### config.mk
export PLATFORM = sky130hd
export DESIGN_NAME = led_bar_counter_flat
export DESIGN_NICKNAME = d
export VERILOG_FILES = /design/src/rtl/led_bar_counter_pkg.sv /design/src/rtl/led_bar_counter_if.sv /design/src/rtl/led_bar_counter_key_debounce.sv /design/src/rtl/led_bar_counter.sv /design/src/flat_wrapper.sv
export SDC_FILE = /design/constraint.sdc
export NUM_CORES = 1
export LEC_CHECK = 0
export CORE_MARGIN = 10
export CORE_UTILIZATION = 30
export DETAILED_ROUTE_END_ITERATION = 10
export PLACE_DENSITY = 0.51
export REMOVE_ABC_BUFFERS = 1
export SLEW_MARGIN = 20
export SYNTH_ARGS = -nofsm -noshare
export SYNTH_HDL_FRONTEND = slang
export SYNTH_SLANG_ARGS = --single-unit
### constraint.sdc
create_clock -name clk -period 5.8 [get_ports clk]
set_input_delay 1.16 -clock clk [delete_from_list [all_inputs] [get_ports clk]]
set_output_delay 1.16 -clock clk [all_outputs]
set_load 0.01 [all_outputs]
### src/rtl/led_bar_counter_pkg.sv
// Shared constants for the push-button bar-graph level meter.
// Key indices into the raw key bus and the level-width helper.
package led_bar_pkg;

  localparam int KEY_CLR  = 0;
  localparam int KEY_INC  = 1;
  localparam int KEY_DEC  = 2;
  localparam int KEY_MODE = 3;

  function automatic int lw_of(input int n_leds);
    return $clog2(n_leds + 1);
  endfunction

endpackage

### src/rtl/led_bar_counter_if.sv
// Board-side bundle of the level meter: raw buttons in, LED bank and status out.
interface led_bar_counter_if
  import led_bar_pkg::*;
#(
  parameter int N_LEDS = 8,
  parameter int LW     = lw_of(N_LEDS)
) ();

  logic [3:0]        key;
  logic [N_LEDS-1:0] led;
  logic [LW-1:0]     level;
  logic              blink_en;

  modport master (output key, input led, level, blink_en);
  modport slave  (input key, output led, level, blink_en);

endinterface

### src/rtl/led_bar_counter_key_debounce.sv
// One push-button front end: 2-FF synchroniser, stability debounce, press pulse
// and an optional hold-to-repeat timer that adds pulses while the key stays down.
module key_debounce #(
  parameter int DB_CYCLES  = 250000,
  parameter int REPEAT_EN  = 0,
  parameter int REPEAT_DLY = 25000000,
  parameter int REPEAT_PER = 5000000
) (
  input  logic clk,
  input  logic rst_n,
  input  logic key_n_i,
  output logic press_o
);

  localparam int DBW  = (DB_CYCLES > 1) ? $clog2(DB_CYCLES + 1) : 1;
  localparam int RMAX = (REPEAT_DLY > REPEAT_PER) ? REPEAT_DLY : REPEAT_PER;
  localparam int RW   = (RMAX > 1) ? $clog2(RMAX + 1) : 1;

  logic           sync1_q, sync2_q;
  logic           db_q, db_d;
  logic [DBW-1:0] db_cnt_q, db_cnt_d;
  logic           rise;
  logic           press_q;
  logic           rpt_act_q;
  logic [RW-1:0]  rpt_cnt_q;
  logic           rpt_fire;

  always_comb begin
    db_d     = db_q;
    db_cnt_d = '0;
    rise     = 1'b0;
    if (sync2_q != db_q) begin
      if (db_cnt_q == DBW'(DB_CYCLES - 1)) begin
        db_d = sync2_q;
        rise = sync2_q;
      end else begin
        db_cnt_d = db_cnt_q + 1'b1;
      end
    end
  end

  // Gated on db_d so a release landing this cycle suppresses the pulse.
  assign rpt_fire = (REPEAT_EN != 0) && rpt_act_q && db_d && (rpt_cnt_q == '0);

  always_ff @(posedge clk or negedge rst_n) begin
    if (!rst_n) begin
      sync1_q   <= 1'b0;
      sync2_q   <= 1'b0;
      db_q      <= 1'b0;
      db_cnt_q  <= '0;
      press_q   <= 1'b0;
      rpt_act_q <= 1'b0;
      rpt_cnt_q <= '0;
    end else begin
      sync1_q  <= ~key_n_i;
      sync2_q  <= sync1_q;
      db_q     <= db_d;
      db_cnt_q <= db_cnt_d;
      press_q  <= rise | rpt_fire;
      if (rise) begin
        rpt_act_q <= (REPEAT_EN != 0);
        rpt_cnt_q <= RW'(REPEAT_DLY - 1);
      end else if (!db_d) begin
        rpt_act_q <= 1'b0;
        rpt_cnt_q <= '0;
      end else if (rpt_act_q) begin
        if (rpt_cnt_q == '0) begin
          rpt_cnt_q <= RW'(REPEAT_PER - 1);
        end else begin
          rpt_cnt_q <= rpt_cnt_q - 1'b1;
        end
      end
    end
  end

  assign press_o = press_q;

endmodule

### src/rtl/led_bar_counter.sv
// Button-driven saturating level meter shown as a thermometer code on N_LEDS LEDs,
// either blinking at BLINK_HZ or steady; key[3] toggles the display mode.
module led_bar_counter
  import led_bar_pkg::*;
#(
  parameter int N_LEDS     = 8,
  parameter int CLK_HZ     = 50000000,
  parameter int BLINK_HZ   = 1,
  parameter int DB_CYCLES  = 250000,
  parameter int REPEAT_DLY = 25000000,
  parameter int REPEAT_PER = 5000000,
  parameter int REPEAT_EN  = 1
) (
  input  logic               clk,
  input  logic               rst_n,
  led_bar_counter_if.slave   bus
);

  localparam int LW = lw_of(N_LEDS);
  localparam int P  = CLK_HZ / BLINK_HZ;
  localparam int BW = (P > 2) ? $clog2(P) : 1;

  logic              press_clr, press_inc, press_dec, press_mode;
  logic [LW-1:0]     level_q, level_d;
  logic              blink_q, blink_d;
  logic [BW-1:0]     bcnt_q;
  logic              phase_on;
  logic [N_LEDS-1:0] led_q, led_d;

  key_debounce #(.DB_CYCLES(DB_CYCLES), .REPEAT_EN(0),
                 .REPEAT_DLY(REPEAT_DLY), .REPEAT_PER(REPEAT_PER))
    u_db_clr  (.clk(clk), .rst_n(rst_n), .key_n_i(bus.key[KEY_CLR]),  .press_o(press_clr));

  key_debounce #(.DB_CYCLES(DB_CYCLES), .REPEAT_EN(REPEAT_EN),
                 .REPEAT_DLY(REPEAT_DLY), .REPEAT_PER(REPEAT_PER))
    u_db_inc  (.clk(clk), .rst_n(rst_n), .key_n_i(bus.key[KEY_INC]),  .press_o(press_inc));

  key_debounce #(.DB_CYCLES(DB_CYCLES), .REPEAT_EN(REPEAT_EN),
                 .REPEAT_DLY(REPEAT_DLY), .REPEAT_PER(REPEAT_PER))
    u_db_dec  (.clk(clk), .rst_n(rst_n), .key_n_i(bus.key[KEY_DEC]),  .press_o(press_dec));

  key_debounce #(.DB_CYCLES(DB_CYCLES), .REPEAT_EN(0),
                 .REPEAT_DLY(REPEAT_DLY), .REPEAT_PER(REPEAT_PER))
    u_db_mode (.clk(clk), .rst_n(rst_n), .key_n_i(bus.key[KEY_MODE]), .press_o(press_mode));

  assign phase_on = (bcnt_q < BW'(P / 2));

  always_comb begin
    level_d = level_q;
    if (press_clr) begin
      level_d = '0;
    end else if (press_inc) begin
      if (level_q != LW'(N_LEDS)) level_d = level_q + 1'b1;
    end else if (press_dec) begin
      if (level_q != '0) level_d = level_q - 1'b1;
    end
    blink_d = blink_q ^ press_mode;
    led_d   = '0;
    for (int i = 0; i < N_LEDS; i++) begin
      led_d[i] = (LW'(i) < level_q) && (phase_on || !blink_q);
    end
  end

  always_ff @(posedge clk or negedge rst_n) begin
    if (!rst_n) begin
      level_q <= '0;
      blink_q <= 1'b1;
      bcnt_q  <= '0;
      led_q   <= '0;
    end else begin
      level_q <= level_d;
      blink_q <= blink_d;
      bcnt_q  <= (bcnt_q == BW'(P - 1)) ? '0 : bcnt_q + 1'b1;
      led_q   <= led_d;
    end
  end

  assign bus.level    = level_q;
  assign bus.blink_en = blink_q;
  assign bus.led      = led_q;

endmodule

### src/flat_wrapper.sv
// flat-port wrapper written by rule: the top's interface ports become plain ports
module led_bar_counter_flat import led_bar_pkg::*;
#(
  parameter int N_LEDS     = 8,
  parameter int CLK_HZ     = 50000000,
  parameter int BLINK_HZ   = 1,
  parameter int DB_CYCLES  = 250000,
  parameter int REPEAT_DLY = 25000000,
  parameter int REPEAT_PER = 5000000,
  parameter int REPEAT_EN  = 1
)
  (clk, rst_n, bus_key, bus_led, bus_level, bus_blink_en);
  led_bar_counter_if #(.N_LEDS(N_LEDS)) bus_i ();
  input  logic clk;
  input  logic rst_n;
  input wire logic [$bits(bus_i.key)-1:0] bus_key;
  output wire logic [$bits(bus_i.led)-1:0] bus_led;
  output wire logic [$bits(bus_i.level)-1:0] bus_level;
  output wire logic [$bits(bus_i.blink_en)-1:0] bus_blink_en;
  assign bus_i.key = bus_key;
  assign bus_led = bus_i.led;
  assign bus_level = bus_i.level;
  assign bus_blink_en = bus_i.blink_en;
  led_bar_counter #(.N_LEDS(N_LEDS), .CLK_HZ(CLK_HZ), .BLINK_HZ(BLINK_HZ), .DB_CYCLES(DB_CYCLES), .REPEAT_DLY(REPEAT_DLY), .REPEAT_PER(REPEAT_PER), .REPEAT_EN(REPEAT_EN)) u_core (.clk(clk), .rst_n(rst_n), .bus(bus_i));
endmodule
==> flow_metrics.py <==
metrics = {
    "critical_path": {
        "slowest_delay_ns": 0.62,
        "reg2reg_setup_slack_ns": 3.01,
        "slowest_stage": "clkdlybuf4s50_1",
        "crit_family": "buffers and inverters",
        "crit_chain": "clkdlybuf4s50_1",
        "cp.required_ns": 4.64,
        "path_max_fanout": 10,
        "worstPathArrival_ns": 1.64,
        "cp.buffers_inverters": 1,
        "critPathLaunchType": "register",
        "cp-end-kind": "output port",
        "critPathKind": "register to output port",
    },
    "place": {
        "dpl_worst_slack_ns": 3.028,
        "port_buffers": 18,
        "hpwl_um": 12850,
        "dp_cells": 1314,
        "place_congestion": 0.7687,
    },
    "logic_synthesis": {
        "async_flop_share_pct": 100.0,
        "synthTopCellsByArea": "dfrtp_1 (50%), xor2_1 (6.3%), nor2_1 (5.6%)",
        "syn_area_per_cell_um2": 9.591,
        "synth-edff-count": 0,
        "synth_top_area_share_pct": 49.94,
        "netlist_instances": 930,
        "synth_flop_cell": "dfrtp_1",
        "synth_top_cell_by_area": "dfrtp_1",
        "netlist_area_mm2": 0.008920,
        "synth_warnings": 0,
        "ys_ff_latch": 179,
        "synth.distinct_cells": 66,
        "seq_area_frac_synth_pct": 50.23,
    },
    "global_routing": {
        "grt_max_degree": 106,
        "overflow": 0,
        "antenna_found_initial": 0,
        "grt_use_total_pct": 10.88,
        "grt_pass1_wl_um": 33630,
        "first_global_vias": 6653,
    },
    "sta": {
        "setup_ws_ns": 3.002,
        "finalHoldViolations": 0,
        "layout_min_cycle_time_ns": 2.798,
        "finClkSkew_ns": 0.01653,
        "worst_pin_slew_ns": 0.9657,
        "fin_crit_sh_pct": 48.25,
        "fmax_mhz": 357.4,
        "setup_viol": 0,
        "drv_slew": 0,
        "grt_setup_unrepaired": "false",
        "max_slew_margin_pct": 35.03,
        "tns_ns": 0,
    },
    "power_and_ir_drop": {
        "ir_worst_vdd_mv": 0.2155,
        "total_power_mw": 2.597,
        "power.density_mw_per_mm2": 255.1,
        "p_leak_nw": 4.608,
    },
    "die": {
        "core_mm2": 0.02948,
        "io_pins": 19,
        "start_util_pct": 30.26,
        "die-area_mm2": 0.03703,
        "dieHeight_um": 192.4,
        "row_count": 63,
        "die_w_um": 192.4,
    },
    "detailed_routing": {
        "drcViolationCount": 0,
        "routedWlPerCell_um": 14.19,
        "num_vias": 6622,
        "wirelength_um": 19100,
        "route.antenna.remaining_nets": 0,
        "drtIter0Drc": 450,
        "drt_first_pass_iters": 5,
        "vias_per_cell": 4.920,
    },
    "layout": {
        "drive_above_1_share_pct": 6.067,
        "syn2layout_area_growth_pct": 14.11,
        "final_net_count": 959,
        "finish.utilization_pct": 34.53,
        "finalNonFillerCells": 1346,
        "diodes": 0,
    },
    "clock_tree": {
        "numCtsBuffers": 17,
        "cts_tree": "built",
        "hold_buffers": 0,
        "post_cts_resized": 0,
        "root_buffer": "clkbuf_16",
        "post-cts-setup-buffers": 0,
        "insertion_delay_ns": 0.43,
        "clkTransAtPathRegs_ns": 0.07,
        "clock_sinks": 179,
        "htree_levels": 4,
        "clk_path_buf_depth": 2,
    },
    "min_path": {
        "hp-class": "register to register",
    },
    "status": {
        "run_status": "finished, final reports clean",
    },
    "run": {
        "maxCapViolCount": 0,
    },
}
-- metrics by stage --
stage	hold slack [ns]	instance area (um2)
final	0.3487	10180
after global routing	0.3588	10180
after CTS	0.3530	10180
after global placement	0.3357	9519
after floorplan	0.3312	8788
after detailed placement	0.3365	9519
-- flip-flops by register name (all words and copies together) (netlist names), 4 cells and up --
signal	cells
u_core.bcnt_q	26
u_core.u_db_dec.rpt_cnt_q	25
u_core.u_db_inc.rpt_cnt_q	25
u_core.u_db_clr.db_cnt_q	18
u_core.u_db_dec.db_cnt_q	18
u_core.u_db_inc.db_cnt_q	18
u_core.u_db_mode.db_cnt_q	18
u_core.bus.led	8
u_core.bus.level	4
-- synth_stat cells, drive strengths merged (2+ instances only) --
library cell  number
xor2              64
mux2i              4
nand4             34
nand4b             4
nand2             78
and4               7
a21boi             2
or2                4
clkbuf            25
nor4              27
o311ai             3
a211o              2
a21oi             31
nand3             41
o31a               2
nor2b              5
nand2b             4
mux2               3
nand3b             3
or4               14
nor3b              4
inv               25
a21o               4
o21a               5
ha                10
nor2             134
a221o              5
and2              11
o21ai             35
nor4bb             2
nor4b              5
o211ai             9
a31oi             21
dfrtp            178
and4b              2
o41ai              3
xnor2             39
or3               12
buf                6
or4b               2
and3              22
nor3              27
a22o               3
-- routing by layer --
layer	vias to the layer above	GRT usage (%)	part of all wire, %
met2	83	17.09	46
li1	3330	-	-
met4	0	3.309	1.2
met5	-	0	0
met1	3193	14.78	50
met3	16	2.186	2.7
-- placed cells by master, fill, tap and decap left out, types with 7 or more instances in the layout --
cell,Yosys,routed
o211ai_1,9,9
and3_1,22,22
o21ai_0,33,33
xnor2_1,39,39
buf_4,0,7
or4_1,13,13
clkbuf_16,0,17
a21oi_1,31,31
nor4_1,26,25
or3_1,10,10
nor3_1,27,27
inv_1,25,25
dfrtp_1,178,178
nor2_1,134,134
clkdlybuf4s50_1,0,17
nand2_1,78,78
and4_1,7,7
and2_1,9,9
xor2_1,64,64
a31oi_1,21,21
nand4_1,34,34
ha_1,10,10
nand3_1,41,41
-- path summary, 6_finish.rpt --
path / start / cells after the start / to
min in group asynchronous: rst_n / 1 / u_core.u_db_dec.rpt_cnt_q[20]$_DFFE_PN0P_
worst max register to register: u_core.u_db_dec.rpt_cnt_q[0]$_DFFE_PN0P_ / 8 / u_core.u_db_dec.rpt_cnt_q[15]$_DFFE_PN0P_
worst min register to register: u_core.u_db_clr.sync1_q$_DFF_PN0_ / 0 / u_core.u_db_clr.sync2_q$_DFF_PN0_
worst max-delay path: u_core.bus.level[2]$_DFFE_PN0P_ / 1 / bus_level[2]
worst min-delay path: u_core.u_db_clr.sync1_q$_DFF_PN0_ / 0 / u_core.u_db_clr.sync2_q$_DFF_PN0_
max in group asynchronous: rst_n / 2 / u_core.u_db_inc.db_cnt_q[11]$_DFF_PN0_
-- cells by family (layout without fill, tap and decap cells) --
kind of cell,after synthesis,count (layout),share of synthesized area [%]
compound gates,132,132,9.385
xor+xnor,103,103,10.11
buf+inv,56,82,2.525
simple gates,443,443,25.52
fa+ha+maj,10,10,1.403
mux,7,7,0.8276
flops,179,179,50.23
-- final cells by class --
class | instances | area (um2)
multi-input combinational | 695 | 4220
clock buffer | 21 | 460.4
tap | 390 | 488.0
fill | 3031 | 19300
inverter | 25 | 93.84
sequential | 179 | 4481
timing repair buffer | 25 | 236.5
clock inverter | 11 | 198.9
-- report_power, final --
| part | internal, mW | total, mW | switching, mW |
|---|---|---|---|
| Combinational | 0.0124 | 0.0513 | 0.0390 |
| Sequential | 1.26 | 1.27 | 0.00823 |
| Clock | 0.793 | 1.28 | 0.487 |
| Total | 2.06 | 2.60 | 0.534 |
(Power assumes the default switching activity.)
